==> src/rtl/fetch_pkg.sv <==
// rtl/fetch_pkg.sv - shared widths and entry type for the instruction fetch unit
// Holds default address/data widths, buffer depth and the pc+instr entry layout.
package fetch_pkg;

  localparam int DEF_AW    = 11;
  localparam int DEF_DW    = 32;
  localparam int DEF_DEPTH = 4;
  localparam int PTR_W     = $clog2(DEF_DEPTH);

  typedef struct packed {
    logic [DEF_AW-1:0] pc;
    logic [DEF_DW-1:0] instr;
  } fetch_entry_t;

endpackage

==> src/rtl/fetch_fifo.sv <==
// rtl/fetch_fifo.sv - synchronous FIFO with flush and occupancy count
// Ports: clk, reset (sync, active low); push_i/wdata_i write side; pop_i read side
// with rdata_o showing the head; flush_i empties the queue; full_o, empty_o, count_o status.
module fetch_fifo
  import fetch_pkg::*;
#(
  parameter int WIDTH = 8,
  parameter int DEPTH = 4
) (
  input  logic                   clk,
  input  logic                   reset,
  input  logic                   push_i,
  input  logic [WIDTH-1:0]       wdata_i,
  input  logic                   pop_i,
  input  logic                   flush_i,
  output logic [WIDTH-1:0]       rdata_o,
  output logic                   full_o,
  output logic                   empty_o,
  output logic [$clog2(DEPTH):0] count_o
);

  localparam int PW = $clog2(DEPTH);

  logic [WIDTH-1:0] mem_q [DEPTH];
  logic [PW-1:0]    wr_ptr_q, wr_ptr_d, rd_ptr_q, rd_ptr_d;
  logic [PW:0]      count_q, count_d;
  logic             do_push, do_pop;

  assign full_o  = (count_q == (PW+1)'(DEPTH));
  assign empty_o = (count_q == '0);
  assign count_o = count_q;
  assign rdata_o = mem_q[rd_ptr_q];

  assign do_pop  = pop_i & ~empty_o & ~flush_i;
  // A full queue can still take a write when the head leaves in the same cycle.
  assign do_push = push_i & (~full_o | do_pop) & ~flush_i;

  always_comb begin
    wr_ptr_d = wr_ptr_q;
    rd_ptr_d = rd_ptr_q;
    count_d  = count_q;
    if (flush_i) begin
      wr_ptr_d = '0;
      rd_ptr_d = '0;
      count_d  = '0;
    end else begin
      if (do_push) wr_ptr_d = wr_ptr_q + PW'(1);
      if (do_pop)  rd_ptr_d = rd_ptr_q + PW'(1);
      count_d = count_q + (PW+1)'(do_push) - (PW+1)'(do_pop);
    end
  end

  always_ff @(posedge clk) begin
    if (!reset) begin
      wr_ptr_q <= '0;
      rd_ptr_q <= '0;
      count_q  <= '0;
    end else begin
      wr_ptr_q <= wr_ptr_d;
      rd_ptr_q <= rd_ptr_d;
      count_q  <= count_d;
    end
  end

  always_ff @(posedge clk) begin
    if (do_push) mem_q[wr_ptr_q] <= wdata_i;
  end

  assert property (@(posedge clk) disable iff (!reset) !(push_i && full_o && !pop_i));

endmodule

==> src/rtl/instr_fetch_unit.sv <==
// rtl/instr_fetch_unit.sv - in-order instruction fetch between PC register, imem and decode
// Ports: clk, reset (sync, active low); pc_in current PC, pc_next value loaded into the PC
// register; redirect/redirect_pc pipeline flush; imem_req_* read request (addr = pc_in);
// imem_rsp_* in-order read data; out_valid/out_instr/out_pc/out_ready decode handshake.
module instr_fetch_unit
  import fetch_pkg::*;
#(
  parameter int AW    = DEF_AW,
  parameter int DW    = DEF_DW,
  parameter int DEPTH = DEF_DEPTH
) (
  input  logic          clk,
  input  logic          reset,
  input  logic [AW-1:0] pc_in,
  input  logic          redirect,
  input  logic [AW-1:0] redirect_pc,
  output logic [AW-1:0] pc_next,
  output logic          imem_req_valid,
  output logic [AW-1:0] imem_req_addr,
  input  logic          imem_req_ready,
  input  logic          imem_rsp_valid,
  input  logic [DW-1:0] imem_rsp_data,
  output logic          out_valid,
  output logic [DW-1:0] out_instr,
  output logic [AW-1:0] out_pc,
  input  logic          out_ready
);

  localparam int CW = $clog2(DEPTH) + 1;

  logic [CW-1:0]    inflight_q, inflight_d, drop_cnt_q, drop_cnt_d;
  logic [CW-1:0]    buf_count, tag_count;
  logic             buf_full, buf_empty, tag_full, tag_empty;
  logic [AW-1:0]    tag_pc;
  logic [AW+DW-1:0] buf_rdata;
  logic             credit_ok, accept, rsp, drop, buf_push, buf_pop;

  // Every outstanding request already owns a buffer slot, so responses never stall.
  assign credit_ok      = ({1'b0, inflight_q} + {1'b0, buf_count}) < (CW+1)'(DEPTH);
  assign imem_req_valid = reset & ~redirect & credit_ok;
  assign imem_req_addr  = pc_in;
  assign accept         = imem_req_valid & imem_req_ready;

  assign rsp      = reset & imem_rsp_valid;
  // A response landing in the redirect cycle is from the old path too.
  assign drop     = rsp & (redirect | (drop_cnt_q != '0));
  assign buf_push = rsp & ~drop;

  assign out_valid = reset & ~buf_empty;
  assign buf_pop   = out_valid & out_ready;
  assign out_pc    = buf_rdata[AW+DW-1:DW];
  assign out_instr = buf_rdata[DW-1:0];

  always_comb begin
    pc_next = pc_in;
    if (!reset)        pc_next = '0;
    else if (redirect) pc_next = redirect_pc;
    else if (accept)   pc_next = pc_in + AW'(1);
  end

  always_comb begin
    inflight_d = inflight_q + CW'(accept) - CW'(rsp);
    drop_cnt_d = drop_cnt_q;
    // Everything still outstanding after this edge belongs to the abandoned path.
    if (redirect)  drop_cnt_d = inflight_q - CW'(rsp);
    else if (drop) drop_cnt_d = drop_cnt_q - CW'(1);
  end

  always_ff @(posedge clk) begin
    if (!reset) begin
      inflight_q <= '0;
      drop_cnt_q <= '0;
    end else begin
      inflight_q <= inflight_d;
      drop_cnt_q <= drop_cnt_d;
    end
  end

  // Tags are never flushed: each one drains with its (possibly dropped) response.
  fetch_fifo #(.WIDTH(AW), .DEPTH(DEPTH)) u_tag (
    .clk     (clk),
    .reset   (reset),
    .push_i  (accept),
    .wdata_i (pc_in),
    .pop_i   (rsp),
    .flush_i (1'b0),
    .rdata_o (tag_pc),
    .full_o  (tag_full),
    .empty_o (tag_empty),
    .count_o (tag_count)
  );

  fetch_fifo #(.WIDTH(AW+DW), .DEPTH(DEPTH)) u_buf (
    .clk     (clk),
    .reset   (reset),
    .push_i  (buf_push),
    .wdata_i ({tag_pc, imem_rsp_data}),
    .pop_i   (buf_pop),
    .flush_i (redirect),
    .rdata_o (buf_rdata),
    .full_o  (buf_full),
    .empty_o (buf_empty),
    .count_o (buf_count)
  );

  assert property (@(posedge clk) disable iff (!reset) tag_count == inflight_q);
  assert property (@(posedge clk) disable iff (!reset) !(rsp && tag_empty));
  assert property (@(posedge clk) disable iff (!reset) !(accept && tag_full));
  assert property (@(posedge clk) disable iff (!reset) !(buf_push && buf_full));

endmodule

==> config.mk <==
export PLATFORM = sky130hd
export DESIGN_NAME = instr_fetch_unit
export DESIGN_NICKNAME = d
export VERILOG_FILES = /design/src/rtl/fetch_pkg.sv /design/src/rtl/fetch_fifo.sv /design/src/rtl/instr_fetch_unit.sv
export SDC_FILE = /design/constraint.sdc
export NUM_CORES = 1
export LEC_CHECK = 0
export BUFFER_PORTS_ARGS = -buffer_cell sky130_fd_sc_hd__buf_2
export CAP_MARGIN = 5
export CORE_ASPECT_RATIO = 1.75
export CORE_MARGIN = 2
export CORE_UTILIZATION = 35
export DETAILED_ROUTE_END_ITERATION = 10
export PLACE_DENSITY = 0.64
export SYNTH_ARGS = -nofsm -noshare
export SYNTH_HDL_FRONTEND = slang
export SYNTH_SLANG_ARGS = --single-unit
==> constraint.sdc <==
create_clock -name clk -period 3.2 [get_ports clk]
set_input_delay 0.64 -clock clk [delete_from_list [all_inputs] [get_ports clk]]
set_output_delay 0.64 -clock clk [all_outputs]
set_load 0.1 [all_outputs]
# Word-level counts from Yosys, hierarchy flattened
# Memories as Yosys holds them, arrays and structs flattened. A register that Yosys moved wholly into a read port is not among the register bits.
# Cells that the tools add are included.
dict set report word_totals {
  ff_bits 20
  ramBits 216
  in_bits 60
  output_inout_bits 67
  elab_cells 69
  n_memories 2
}
# memory words word_bits read_ports rd_clocked_by_memory_dff write_ports line_no
set memory_table {}
lappend memory_table {u_buf.mem_q 4 43 1 1 1 fetch_fifo.sv:24} ;# logic [WIDTH-1:0] mem_q [DEPTH];
lappend memory_table {u_tag.mem_q 4 11 1 1 1 fetch_fifo.sv:24}
dict set report op_classes {
  n_addsub 14
  n_lt_le_gt_ge 1
  eq_ne 2
  muxes 13
  bitwise_logic 24
  reduce_logical 5
}
# operator count
set op_table {}
lappend op_table {{11-bit two-way mux} 3}
lappend op_table {{1-bit AND} 14}
lappend op_table {{3-bit by 1-bit subtractor with 3-bit output} 4}
lappend op_table {{11-bit by 1-bit adder with 11-bit output, second input constant} 1}
lappend op_table {{3-bit by 1-bit adder with 3-bit output} 3}
lappend op_table {{2-bit by 1-bit adder with 2-bit output, second input constant} 4}
lappend op_table {{2-bit two-way mux} 4}
lappend op_table {{1-bit NOT} 7}
lappend op_table {{3-bit equality test, second input constant} 2}
lappend op_table {{3-bit zero test} 2}
lappend op_table {{3-bit two-way mux} 2}
lappend op_table {{3-bit by 3-bit adder with 4-bit output} 1}
lappend op_table {{4-bit by 3-bit < comparator with 1-bit output, second input constant} 1}
lappend op_table {{1-bit two-way mux} 4}
lappend op_table {{1-bit bitwise OR} 3}
lappend op_table {{3-bit nonzero test} 1}
lappend op_table {{3-bit by 1-bit subtractor with 3-bit output, second input constant} 1}
lappend op_table {{2-bit nonzero test} 1}
lappend op_table {{2-bit OR reduction} 1}

# Logic depth before layout (Yosys ltp)
dict set report depth {
  ltp_word 11
  depth_mapped 11
  ltp_nobuf 11
}

# Modules after synthesis
# A second synthesis with hierarchy kept.
dict set report unflattened {
  hier_cells 514
  hier_area_um2 9719.3
}
# mod n_inst cells_per_inst area_per_inst_um2
set modules_own_cells {}
lappend modules_own_cells {{fetch_fifo at u_buf} 1 278 6688.9}
lappend modules_own_cells {{fetch_fifo at u_tag} 1 110 2089.5}
lappend modules_own_cells {instr_fetch_unit 1 126 940.9}

# Worst setup path before layout
# OpenSTA, ideal clock, no wires.
dict set report synth_timing {
  path_type {input to output}
  from {input port pc_in[0]}
  to {output port pc_next[6]}
  arrival_ns 3.466
  t_required_ns 2.560
  slack_ns -0.906
  cell_stages 5
  n_path_buf 0
  cell_sequence {ha_1 and3_1 nand4_2 nor3b_1 a211oi_1}
}
dict set report synth_between {
  elab_chain_cells 4
}
# item line_no
set synth_lines {}
lappend synth_lines {{start: declaration} instr_fetch_unit.sv:14} ;# input logic [AW-1:0] pc_in,
lappend synth_lines {{11-bit by 1-bit adder with 11-bit output} instr_fetch_unit.sv:58} ;# else if (accept) pc_next = pc_in + AW'(1);
lappend synth_lines {{11-bit two-way mux} instr_fetch_unit.sv:58}
lappend synth_lines {{11-bit two-way mux} instr_fetch_unit.sv:57} ;# else if (redirect) pc_next = redirect_pc;
lappend synth_lines {{11-bit two-way mux} instr_fetch_unit.sv:56} ;# if (!reset) pc_next = '0;
lappend synth_lines {{end: declaration} instr_fetch_unit.sv:17} ;# output logic [AW-1:0] pc_next,
# Every way passes these cells.

# Final worst setup path
dict set report layout_timing {
  from {register u_buf.count_q[2], in the netlist u_buf.count_o[2]}
  to {output port pc_next[7]}
}
dict set report layout_between {
  elab_chain_cells 7
}
# item line_no
set layout_lines {}
lappend layout_lines {{start: declaration} fetch_fifo.sv:26} ;# logic [PW:0] count_q, count_d;
lappend layout_lines {{start signal: assignment} fetch_fifo.sv:61} ;# count_q <= count_d;
lappend layout_lines {{3-bit by 3-bit adder with 4-bit output} instr_fetch_unit.sv:39} ;# assign credit_ok = ({1'b0, inflight_q} + {1'b0, buf_count}) < (CW+1)'(DEPTH);
lappend layout_lines {{4-bit by 3-bit < comparator with 1-bit output} instr_fetch_unit.sv:39}
lappend layout_lines {{1-bit AND} instr_fetch_unit.sv:40} ;# assign imem_req_valid = reset & ~redirect & credit_ok;
lappend layout_lines {{1-bit AND} instr_fetch_unit.sv:42} ;# assign accept = imem_req_valid & imem_req_ready;
lappend layout_lines {{11-bit two-way mux} instr_fetch_unit.sv:58}
lappend layout_lines {{11-bit two-way mux} instr_fetch_unit.sv:57}
lappend layout_lines {{11-bit two-way mux} instr_fetch_unit.sv:56}
# Every way passes these cells.

==> summary.txt <==
Cells and area
  – Final Instance Area: 11,800 um2
  – P&R area growth vs syn: 21.4%
  – Final net count: 727
  – Layout cells sized above 1: 39.6%
  – Number of fill cells in the layout: 2,383
  – Final core occ: 43.1%
  – Diodes inserted: 0

Job
  – Maximum Capacitance Violations: 0

Yosys
  – Yosys warning total: 0
  – Post-synth ARST share: 0%
  – Syn nets: 592
  – Avg Inst Size Synth: 19.1 um2
  – Post-synth EDFFs: 216
  – Post-synthesis cell area: 9710 um2
  – Top_reg_cell synth: edfxtp_1
  – Yosys cell types: 47
  – #FFs+latches synth: 240
  – Post-synthesis sequential area ratio: 71.7%
  – Syn Inst Count: 508

Power
  – Pint: 5.38 mW
  – Switching share of power: 24.0%
  – Max VDD drop: 348 uV
  – Pwr Density: 600 nW/um2
  – Switching power: 1.69 mW
  – Leakage power: 4.00 nW
  – Clk pwr share: 37.2%
  – Share of power burned in registers: 50.7%
  – Gate power share: 12.0%

Setup path
  – Crit path largest cell delay: 400 ps
  – CP Data Arrival Time: 2470 ps
  – Kind of cell adding the most delay to the critical path: simple AND/OR/NAND/NOR gates
  – CP startpoint kind: register
  – Crit end category: output port
  – Largest fanout on the critical path: 4
  – Buf/Inv on CP: 1
  – Path depth of the worst reg2reg path: 12
  – Critical path, cell by cell: ha_4, or3_4, nor4_4, mux2_2, nor2_2, buf_12
  – WP depth: 6
  – Crit Path Category: register to output port
  – Worst path slowest cell: dfxtp_2
  – Critical Path RT: 2560 ps

Placed design
  – Cell Area, Placed: 11,000 um2
  – Port Buf Inserts: 126
  – GPL Wtd Cong: 0.793
  – HPWL after detailed placement: 12,700 um

STA
  – Relative slew slack: 50.1%
  – Worst-margin pin slew: 747 ps
  – Clock Skew: 13.1 ps
  – Fin. max-slew vios: 0
  – Count of final hold-check violations: 0
  – Min cycle time layout: 3110 ps
  – Fin crit share: 97.2%
  – Max Freq: 0.322 GHz
  – Final setup viols: 0
  – RSZ-0062 raised after global routing: no

Route
  – Post-Route WL: 18,700 um
  – Drt wl/cell: 18.2 um
  – # DRC: 0
  – Iteration-0 DRC count of the detailed router: 238
  – Vias: 4,935
  – DR vias/cell: 4.81
  – Drt first pass iters: 4
  – Post-DRT Antenna Nets: 0

Clock tree
  – CTS sink count: 240
  – TritonCTS clock tree: built
  – Num CTS Buffers: 22
  – Htree depth: 1
  – Longest Clk Path Bufs: 3
  – Worst-path clk slew: 60 ps
  – Insertion delay to the later sink of the worst-skew pair: 500 ps
  – CTS root buffer: clkbuf_16

Floorplan
  – Initial Util: 35.5%
  – FP Rows: 80
  – Die ar.: 29,100 um2
  – I/O pin cnt: 127
  – Core Box Area: 27,300 um2
  – Chip Height: 224 um
  – Die Wd: 130 um

Global route
  – Initial antenna violation count: 0
  – Largest net degree at the start of global routing: 44
  – First-pass GRT wire length: 29,200 um
  – Vias in the first global route: 5,466
  – Total global routing track utilization: 13.1%
  – Global route overflow: 0

Outcome
  – Outcome: finished, final reports clean

Worst hold path
  – Hold depth: 1
  – Worst hold path class: input port to register
timing repair:
action                     CTS  global route
resized for setup           10             3
pin swaps                    1             0
setup buffers                1             0
gates cloned                 0             0
setup endpoints to repair    6             5
hold buffers                 0             0
metal layers:
layer,GRT usage (%),vias to the layer above,routed length [um]
li1,-,2259,-
met2,26.5,116,11100
met4,4.51,0,488
met5,0,-,0
met3,1.71,31,678
met1,13.2,2529,6440
power groups by stage:
stage / Combinational [mW] / Clock, mW / Sequential [mW]
after floorplan: 0.634 / 0 / 3.62
after global placement: 0.798 / 0 / 3.65
after detailed placement: 0.840 / 0 / 3.65
after CTS: 0.860 / 2.72 / 3.59
after global routing: 0.910 / 2.81 / 3.60
final: 0.851 / 2.63 / 3.59
Yosys cell counts, drive strengths merged (2+ instances only):
library cell	count	area (um2)
nand2	13	48.8
nand4	5	52.6
and4bb	2	25.0
a31oi	3	25.0
mux4	54	1220
inv	21	78.8
nand3b	2	15.0
or4	3	22.5
a21oi	6	30.0
buf	19	121
nor2b	3	26.3
fa	3	60.1
mux2i	5	50.1
and2	18	113
nor2	16	60.1
o21ai	9	45.0
ha	21	263
dfxtp	24	480
nor3	3	20.0
nand3	7	35.0
nor4	3	33.8
mux2	2	22.5
clkbuf	11	41.3
xnor2	13	114
o211a	3	30.0
edfxtp	216	6490
nor3b	2	15.0
xor2	4	35.0
and3	4	25.0
a211oi	2	15.0
nand2b	3	18.8
area by class of cell:
class / instances / area (um2) / share of cell area [%]
Sequential cell: 240 / 6980 / 59.2
Timing Repair Buffer: 141 / 945 / 8.01
Clock buffer: 30 / 642 / 5.45
Tap cell: 369 / 462 / 3.92
Inverter: 21 / 78.8 / 0.669
Multi-Input combinational cell: 217 / 2580 / 21.9
Clock inverter: 8 / 98.8 / 0.839
cell families (layout without fill, tap and decap cells):
logic type                 Yosys count  count (layout)  share of synthesized area [%]
xor gates and xnor gates            17              17                           1.53
buffers and inverters               51             200                           2.49
muxes                               61              61                           13.3
and+or+nand+nor                     85              85                           5.32
AOI/OAI and AO/OA                   30              30                           2.33
DFF                                240             240                           71.7
adders and majority gates           24              24                           3.32
cells in the final DEF (no fill, tap or decap), drive strengths merged, types with 9 or more instances in the layout:
master  count
edfxtp    216
buf       141
mux4       54
clkbuf     30
dfxtp      24
inv        23
ha         21
and2       18
nor2       16
nand2      13
xnor2      13
o21ai       9
stage by stage:
step | total power, mW | worst slack [ps] | std cells | hold WS, ps | TNS, ps
global placement | 4.44 | 234 | 987 | 477 | 0
finish | 7.07 | 91.1 | 1026 | 355 | 0
floorplan | 4.25 | -253 | 508 | 468 | -506
detailed placement | 4.49 | 202 | 987 | 504 | 0
global route | 7.32 | 6.21 | 1026 | 341 | 0
CTS | 7.16 | -4.16 | 1026 | 332 | -4.16
registers in the layout, indices dropped and copies added, names as in the netlist, named ones only:
signal,flops
u_tag.count_o,3
u_buf.count_o,3
u_buf.wr_ptr_q,2
inflight_q,3
u_tag.mem_q,44
u_buf.mem_q,172
u_tag.rd_ptr_q,2
u_buf.rd_ptr_q,2
u_tag.wr_ptr_q,2
drop_cnt_q,3
worst paths after layout:
| check | startpoint | endpoint | slack, ps |
|---|---|---|---|
| hold / removal | imem_rsp_data[20] | u_buf.mem_q[1][20]$_DFFE_PP_ | 360 |
| setup reg to reg | inflight_q[1]$_SDFF_PN0_ | inflight_q[2]$_SDFF_PN0_ | 670 |
| hold reg to reg | u_tag.wr_ptr_q[1]$_SDFFE_PN0P_ | u_tag.wr_ptr_q[1]$_SDFFE_PN0P_ | 510 |
| setup / recovery | u_buf.count_o[2]$_SDFF_PP0_ | pc_next[7] | 90 |
Power figures use the tool's default switching activity.
